<file path="config.mk">
export PLATFORM = sky130hd
export DESIGN_NAME = serial_alu_unit
export DESIGN_NICKNAME = d
export VERILOG_FILES = /design/src/rtl/alu_pkg.sv /design/src/rtl/chunk_adder.sv /design/src/rtl/serial_alu_unit.sv
export SDC_FILE = /design/constraint.sdc
export NUM_CORES = 1
export LEC_CHECK = 0
export CORE_MARGIN = 1.5
export CORE_UTILIZATION = 50
export CTS_CLUSTER_SIZE = 12
export DETAILED_ROUTE_END_ITERATION = 12
export PLACE_DENSITY = 0.8
export REMOVE_ABC_BUFFERS = 1
export SYNTH_ARGS = -nofsm -noshare
export SYNTH_HDL_FRONTEND = slang
export SYNTH_SLANG_ARGS = --single-unit
</file>
<file path="constraint.sdc">
create_clock -name clk -period 10.75 [get_ports clk]
set_input_delay 2.15 -clock clk [delete_from_list [all_inputs] [get_ports clk]]
set_output_delay 2.15 -clock clk [all_outputs]
set_load 0.05 [all_outputs]
</file>
<file path="src/rtl/alu_pkg.sv">
// Shared encodings for the serial Y86 ALU: operation codes and FSM states.
package alu_pkg;

  // Y86 ifun encoding of the ALU operation
  localparam logic [1:0] ALU_ADD = 2'd0;
  localparam logic [1:0] ALU_SUB = 2'd1;
  localparam logic [1:0] ALU_AND = 2'd2;
  localparam logic [1:0] ALU_XOR = 2'd3;

  // FSM state encodings
  localparam logic [1:0] ST_IDLE = 2'd0;
  localparam logic [1:0] ST_RUN  = 2'd1;
  localparam logic [1:0] ST_DONE = 2'd2;

  typedef enum logic [1:0] {
    S_IDLE = ST_IDLE,
    S_RUN  = ST_RUN,
    S_DONE = ST_DONE
  } alu_state_t;

  // ADD and SUB use the adder and report carry/overflow; logic ops do not
  function automatic logic op_is_arith(input logic [1:0] op_i);
    return (op_i == ALU_ADD) || (op_i == ALU_SUB);
  endfunction

endpackage

</file>
<file path="src/rtl/chunk_adder.sv">
// W-bit ripple-carry adder slice. Also exposes the carry into the top bit so
// the caller can form signed overflow from the final slice.
module chunk_adder #(
  parameter int W = 8
) (
  input  logic [W-1:0] x,
  input  logic [W-1:0] y,
  input  logic         cin,
  output logic [W-1:0] s,
  output logic         cout,
  output logic         c_msb
);

  logic [W:0] w_c;

  assign w_c[0] = cin;

  for (genvar i = 0; i < W; i++) begin : g_fa
    assign s[i]       = x[i] ^ y[i] ^ w_c[i];
    assign w_c[i + 1] = (x[i] & y[i]) | (w_c[i] & (x[i] ^ y[i]));
  end

  assign cout  = w_c[W];
  assign c_msb = w_c[W-1];

endmodule

</file>
<file path="src/rtl/serial_alu_unit.sv">
// Multi-cycle Y86 ALU. Operands are consumed CHUNK bits per clock from the
// bottom of two shift registers; each computed slice is shifted into the top
// of the result register, so after NCHUNK slices the result is in place.
module serial_alu_unit
  import alu_pkg::*;
#(
  parameter int WIDTH = 64,
  parameter int CHUNK = 8
) (
  input  logic             clk,
  input  logic             rst,
  input  logic             start,
  input  logic [1:0]       op,
  input  logic [WIDTH-1:0] a,
  input  logic [WIDTH-1:0] b,
  output logic             ready,
  output logic             done,
  output logic [WIDTH-1:0] result,
  output logic             cf,
  output logic             of,
  output logic             zf,
  output logic             sf
);

  localparam int NCHUNK = WIDTH / CHUNK;
  localparam int KW     = $clog2(NCHUNK) + 1;
  localparam logic [KW-1:0] K_LAST = KW'(NCHUNK - 1);

  if ((CHUNK < 1) || ((WIDTH % CHUNK) != 0)) begin : g_bad_params
    $error("serial_alu_unit: WIDTH must be a non-zero multiple of CHUNK");
  end

  alu_state_t       r_state;
  alu_state_t       w_state_nxt;
  logic [1:0]       r_op;
  logic [WIDTH-1:0] r_a;
  logic [WIDTH-1:0] r_b;          // holds ~b for SUB so the adder only adds
  logic             r_carry;
  logic [KW-1:0]    r_k;
  logic             r_zacc;       // all slices so far were zero
  logic [WIDTH-1:0] r_result;
  logic             r_cf;
  logic             r_of;
  logic             r_zf;
  logic             r_sf;
  logic             r_done;

  logic [CHUNK-1:0] w_a_sl;
  logic [CHUNK-1:0] w_b_sl;
  logic [CHUNK-1:0] w_sum;
  logic [CHUNK-1:0] w_slice;
  logic             w_cout;
  logic             w_cmsb;
  logic             w_last;
  logic             w_arith;
  logic             w_slice_zero;

  assign w_a_sl       = r_a[CHUNK-1:0];
  assign w_b_sl       = r_b[CHUNK-1:0];
  assign w_last       = (r_k == K_LAST);
  assign w_arith      = op_is_arith(r_op);
  assign w_slice_zero = (w_slice == {CHUNK{1'b0}});

  chunk_adder #(.W(CHUNK)) u_chunk_adder (
    .x     (w_a_sl),
    .y     (w_b_sl),
    .cin   (r_carry),
    .s     (w_sum),
    .cout  (w_cout),
    .c_msb (w_cmsb)
  );

  // Select the slice value produced by the current operation
  always_comb begin
    w_slice = w_sum;
    case (r_op)
      ALU_ADD: w_slice = w_sum;
      ALU_SUB: w_slice = w_sum;
      ALU_AND: w_slice = w_a_sl & w_b_sl;
      ALU_XOR: w_slice = w_a_sl ^ w_b_sl;
      default: w_slice = w_sum;
    endcase
  end

  // Next-state logic: IDLE -> RUN on start, RUN -> DONE after the last slice
  always_comb begin
    w_state_nxt = r_state;
    case (r_state)
      S_IDLE: begin
        if (start) begin
          w_state_nxt = S_RUN;
        end else begin
          w_state_nxt = S_IDLE;
        end
      end
      S_RUN: begin
        if (w_last) begin
          w_state_nxt = S_DONE;
        end else begin
          w_state_nxt = S_RUN;
        end
      end
      S_DONE:  w_state_nxt = S_IDLE;
      default: w_state_nxt = S_IDLE;
    endcase
  end

  // State register with synchronous reset
  always_ff @(posedge clk) begin
    if (rst) begin
      r_state <= S_IDLE;
    end else begin
      r_state <= w_state_nxt;
    end
  end

  // Operand capture, per-slice datapath and flag latching
  always_ff @(posedge clk) begin
    if (rst) begin
      r_op     <= ALU_ADD;
      r_a      <= {WIDTH{1'b0}};
      r_b      <= {WIDTH{1'b0}};
      r_carry  <= 1'b0;
      r_k      <= {KW{1'b0}};
      r_zacc   <= 1'b0;
      r_result <= {WIDTH{1'b0}};
      r_cf     <= 1'b0;
      r_of     <= 1'b0;
      r_zf     <= 1'b0;
      r_sf     <= 1'b0;
      r_done   <= 1'b0;
    end else begin
      case (r_state)
        S_IDLE: begin
          r_done <= 1'b0;
          if (start) begin
            r_op    <= op;
            r_a     <= a;
            r_b     <= (op == ALU_SUB) ? ~b : b;
            r_carry <= (op == ALU_SUB);
            r_k     <= {KW{1'b0}};
            r_zacc  <= 1'b1;
          end
        end
        S_RUN: begin
          r_a      <= r_a >> CHUNK;
          r_b      <= r_b >> CHUNK;
          r_carry  <= w_cout;
          r_k      <= r_k + KW'(1);
          r_zacc   <= r_zacc & w_slice_zero;
          r_result <= (r_result >> CHUNK) | (WIDTH'(w_slice) << (WIDTH - CHUNK));
          if (w_last) begin
            r_cf   <= w_arith & w_cout;
            r_of   <= w_arith & (w_cout ^ w_cmsb);
            r_zf   <= r_zacc & w_slice_zero;
            r_sf   <= w_slice[CHUNK-1];
            r_done <= 1'b1;
          end
        end
        S_DONE: begin
          r_done <= 1'b0;
        end
        default: begin
          r_done <= 1'b0;
        end
      endcase
    end
  end

  // ready must drop in the same cycle rst rises, so it also looks at rst
  assign ready  = (r_state == S_IDLE) && !rst;
  assign done   = r_done;
  assign result = r_result;
  assign cf     = r_cf;
  assign of     = r_of;
  assign zf     = r_zf;
  assign sf     = r_sf;

endmodule

</file>
---- Word level (Yosys, flattened, before mapping) ----
Index checks and enable logic that the tools add are counted.
cells by class
  add/sub/neg operators ................... 1
  multiply operators ...................... 0
  divide/modulo/power cells ............... 0
  magnitude comparators ................... 0
  equal/unequal tests ..................... 7
  shifts and indexed selects .............. 0
  mux-type cells .......................... 15
  bitwise gates (word level) .............. 49
  reduce and logical (&&, ||, !) cells .... 12
operator list
  operator                                                         count
  64-bit case mux with 2 select lines                              2
  64-bit 2-to-1 mux                                                3
  64-bit inverter                                                  1
  56-bit by 64-bit OR with 64-bit output                           1
  8-bit case mux with 3 select lines                               1
  1-bit bitwise AND                                                19
  1-bit bitwise XOR                                                17
  8-bit bitwise AND                                                1
  8-bit zero test                                                  1
  1-bit OR                                                         8
  4-bit case mux with 2 select lines                               1
  8-bit bitwise XOR                                                1
  2-bit by 1-bit == test with 1-bit output, second input constant  3
  2-bit AND reduction                                              3
  4-bit by 1-bit adder with 4-bit output, second input constant    1
  2-bit == test, second input constant                             2
  4-bit by 3-bit == test with 1-bit output, second input constant  1
  2-bit zero test                                                  2
  4-bit 2-to-1 mux                                                 1
  1-bit case mux with 2 select lines                               2
  2-bit case mux with 2 select lines                               1
  2-bit OR reduction                                               2
  1-bit 2-to-1 mux                                                 3
  2-bit 2-to-1 mux                                                 1
  other kinds (6)                                                  6
word-level totals
  flip-flop bits (word level) ............. 207
  bits in latches ......................... 0
  RAM bits ................................ 0
  bits in read-only memories .............. 0
  bits of input ports ..................... 133
  word-level logic and storage cells ...... 97
  memories ................................ 0

---- Longest topological paths before layout ----
  word-level depth ........................ 20
  mapped depth ............................ 15

---- By module ----
From an unflattened synthesis, not the netlist that was laid out.
unflattened totals
  cell total of the unflattened synthesis .. 1018
  area, all modules ....................... 8607.0 um^2
modules (own cells, without submodules)
  module           instances  cells each  area each (um^2)
  serial_alu_unit  1          1000        8409.3
  chunk_adder      1          18          197.7

---- Worst setup path after synthesis ----
OpenSTA, ideal clock, no wires.
  path kind ............................... input to output
  start ................................... input rst
  end ..................................... output ready
  arrival time ............................ 3558 ps
  setup slack ............................. 5042 ps
  stages .................................. 3
  path buffers ............................ 2
  cell sequence ........................... clkbuf_1 -> clkbuf_1 -> nor3_1
on the way
  cells in the longest elaborated chain, start to end .. 2
RTL lines
  what               RTL line                RTL
  from (decl)        serial_alu_unit.sv:11   input logic rst,
  1-bit zero test    serial_alu_unit.sv:171  assign ready = (r_state == S_IDLE) && !rst;
  1-bit logical AND  serial_alu_unit.sv:171
  to (decl)          serial_alu_unit.sv:16   output logic ready,
Every way passes these cells.

---- Worst setup path after layout ----
Same ends and word-level chain as after synthesis.

==> metrics.md <==
| Metric | Value |
|---|---|
| Root buf cell | `clkbuf_16` |
| Syn avg cell area | `8.54 µm²` |
| Fill count | `1384` |
| Core Footprint | `16800 µm²` |
| Final Cycle Share | `0.517` |
| Worst slew pin tran | `1.19 ns` |
| Slew margin rel. | `0.205` |
| Worst hold path type | `flop to flop` |
| Worst Path Max Fanout | `55` |
| Post-route ant nets | `0` |
| Resize count post-CTS | `0` |
| Inserted Clock Buffers | `22` |
| Post-CTS setup repair buffer count | `0` |
| DRT iter0 DRCs | `495` |
| CTS sink count | `207` |
| Clk_lat worst skew | `0.49 ns` |
| Max Cap Viol | `0` |
| Port buffer count | `202` |
| Crit Path Category | `primary input to primary output` |
| Highest Signal Layer | `met4` |
| DIE HEIGHT | `135 µm` |
| Outcome | `complete, no violations` |
| Total congestion overflow | `0` |
| Layout cells sized above 1 | `0.0453` |
| Vias in the first global route | `6705` |
| Synth cell types | `35` |
| Maximum vdd drop | `0.122 mV` |
| Die X | `135 µm` |
| Leakage | `4.00 nW` |
| H-tree depth | `1` |
| DR vias/cell | `5.47` |
| DRC Markers | `0` |
| Final Util | `0.677` |
| Mapped cell area | `8650 µm²` |
| DR WL met2 | `9500 µm` |
| Rows | `47` |
| I/O pin count | `203` |
| Yosys warns | `0` |
| Critical Path AT | `3.40 ns` |
| Flops & latches, synth | `207` |
| Synthesis-to-finish area growth | `31.2%` |
| Peak Freq | `180 MHz` |
| Largest buffer count on any clock path | `3` |
| WL per Instance | `14.7 µm` |
| Initial core utilization | `0.516` |
| CP Launch Type | `primary input` |
| CP Capture Type | `primary output` |
| CTS tree | `done` |
| Antenna violations before repair | `0` |
| Total Nets Final | `1309` |
| Syn Inst Count | `1013` |
| Final Hold Fails | `0` |
| Die area | `18100 µm²` |
| Metal1 wirelength | `9150 µm` |
| Final hold slack | `0.452 ns` |
| Antenna Cells | `0` |
| Final setup violation count | `0` |
| RSZ-0062 raised after global routing | `no` |
| Worst Skew | `0.00779 ns` |
| Clock Pin Slew Worst Setup and Hold Paths | `0.06 ns` |
| Power Density | `161 nW/µm²` |
| Pin count of the biggest net entering global routing | `106` |
| Sequential-to-total area share from yosys stat | `0.479` |
| Min Clock Period, post-route | `5.55 ns` |
| Vias | `7599` |
| Setup TNS | `0 ns` |
| Wirelength, routed | `20400 µm` |
| Cts hold-fix bufs | `0` |
| First-pass GRT wire length | `33100 µm` |
| First-pass iteration count of the detailed router | `5` |
| Routability Congestion | `0.791` |
| Met3 wire len | `1440 µm` |
| Gr usage total | `0.221` |
| Slew Limit Fails | `0` |
| HPWL after DPL | `12700 µm` |
| WP data required | `8.60 ns` |
==> critical path, stage by stage <==
cell and delay [ns]:
buf_6 0.19, nor3_1 0.19, clkdlybuf4s50_1 0.83
==> state kept, by name, indices dropped and copies added (netlist names) <==
register  flops
cf            1
done          1
of            1
r_a          64
r_b          64
r_carry       1
r_k           4
r_op          2
r_state       2
r_zacc        1
result       64
sf            1
zf            1
==> metal layers <==
metal / GRT usage / vias to the layer above
li1: - / 3762
met1: 0.309 / 3538
met2: 0.356 / 269
met3: 0.0398 / 30
met4: 0.0526 / 0
met5: 0 / -
==> path summary, 6_finish.rpt <==
check | start | endpoint | slack [ns] | cells past startpoint
setup reg to reg | r_a[0]$_SDFFE_PP0P_ | zf$_SDFFE_PP0P_ | 6.29 | 15
setup / recovery | rst | ready | 5.20 | 3
hold reg to reg | r_a[39]$_SDFFE_PP0P_ | r_a[39]$_SDFFE_PP0P_ | 0.45 | 2
hold / removal | r_a[39]$_SDFFE_PP0P_ | r_a[39]$_SDFFE_PP0P_ | 0.45 | 2
==> where the power goes <==
part | internal (mW) | total, mW | switching [mW]
Clock | 0.413 | 0.698 | 0.285
Sequential | 0.814 | 0.845 | 0.0313
Combinational | 0.123 | 0.283 | 0.160
Total | 1.35 | 1.83 | 0.476
==> cells in the mapped netlist <==
| cell type | n | area (µm²) |
|---|---|---|
| dfxtp_1 | 207 | 4140 |
| nand2_1 | 194 | 728 |
| a21oi_1 | 140 | 701 |
| nor2_1 | 126 | 473 |
| clkbuf_1 | 65 | 244 |
| a22oi_1 | 56 | 420 |
| xnor2_1 | 56 | 490 |
| a221oi_1 | 47 | 412 |
| buf_2 | 16 | 80.1 |
| nand3_1 | 13 | 65.1 |
| mux2i_1 | 11 | 110 |
| a221o_1 | 10 | 100 |
| ha_1 | 9 | 113 |
| xor2_1 | 9 | 78.8 |
| fa_1 | 8 | 160 |
| inv_1 | 7 | 26.3 |
| buf_1 | 6 | 22.5 |
| a22o_1 | 5 | 43.8 |
| mux2_4 | 4 | 60.1 |
| nor3_1 | 4 | 20.0 |
| nand2b_1 | 2 | 12.5 |
| nand3b_1 | 2 | 15.0 |
| nand4_1 | 2 | 12.5 |
| nor2b_1 | 2 | 12.5 |
| o21a_1 | 2 | 15.0 |
| a21oi_2 | 1 | 8.76 |
| and2_1 | 1 | 6.26 |
| and3b_1 | 1 | 8.76 |
| buf_6 | 1 | 11.3 |
| o21ai_0 | 1 | 5.00 |
| o21ai_1 | 1 | 5.00 |
| o31ai_1 | 1 | 7.51 |
| o31ai_4 | 1 | 21.3 |
| or3b_1 | 1 | 8.76 |
| or4_4 | 1 | 11.3 |
==> kinds of logic after synthesis <==
family	Yosys count	share of synthesized area
buf+inv	95	0.0444
mux	15	0.0197
flops	207	0.479
compound gates	265	0.201
simple gates	349	0.159
fa+ha+maj	17	0.0315
xor+xnor	65	0.0658
==> final cells by class <==
type	count	area (µm²)	area share
Tap cell	220	275	0.0242
Clock inverter	3	15.0	0.00132
Inverter	7	26.3	0.00231
Sequential cell	207	4140	0.365
Multi-Input combinational cell	711	4160	0.367
Timing Repair Buffer	210	2080	0.183
Clock buffer	31	646	0.0569
==> metrics by stage <==
stage / total power, mW / worst slack, ns / instance area, µm² / instances
floorplan: 1.02 / -1.57 / 8300 / 925
detailed placement: 1.15 / 5.20 / 10700 / 1355
CTS: 1.84 / 5.20 / 11400 / 1389
finish: 1.83 / 5.20 / 11400 / 1389
global route: 1.91 / 5.15 / 11400 / 1389
global placement: 1.14 / 5.19 / 10700 / 1355
==> placed cells by master (no fill, tap or decap), types with 4 or more instances in the layout <==
cell type        count
fa_1                 8
mux2_4               4
xnor2_1             56
a22o_1               5
clkbuf_16           23
buf_4                8
a22oi_1             56
mux2i_1             11
a221o_1             10
nor2_1             125
nand2_1            193
xor2_1               9
nand3_1             13
ha_1                 9
a21oi_1            140
clkbuf_8             4
clkbuf_1             4
a221oi_1            47
inv_1                7
dfxtp_1            207
clkdlybuf4s50_1    201
Note: power is estimated with default switching activity, not from simulation.
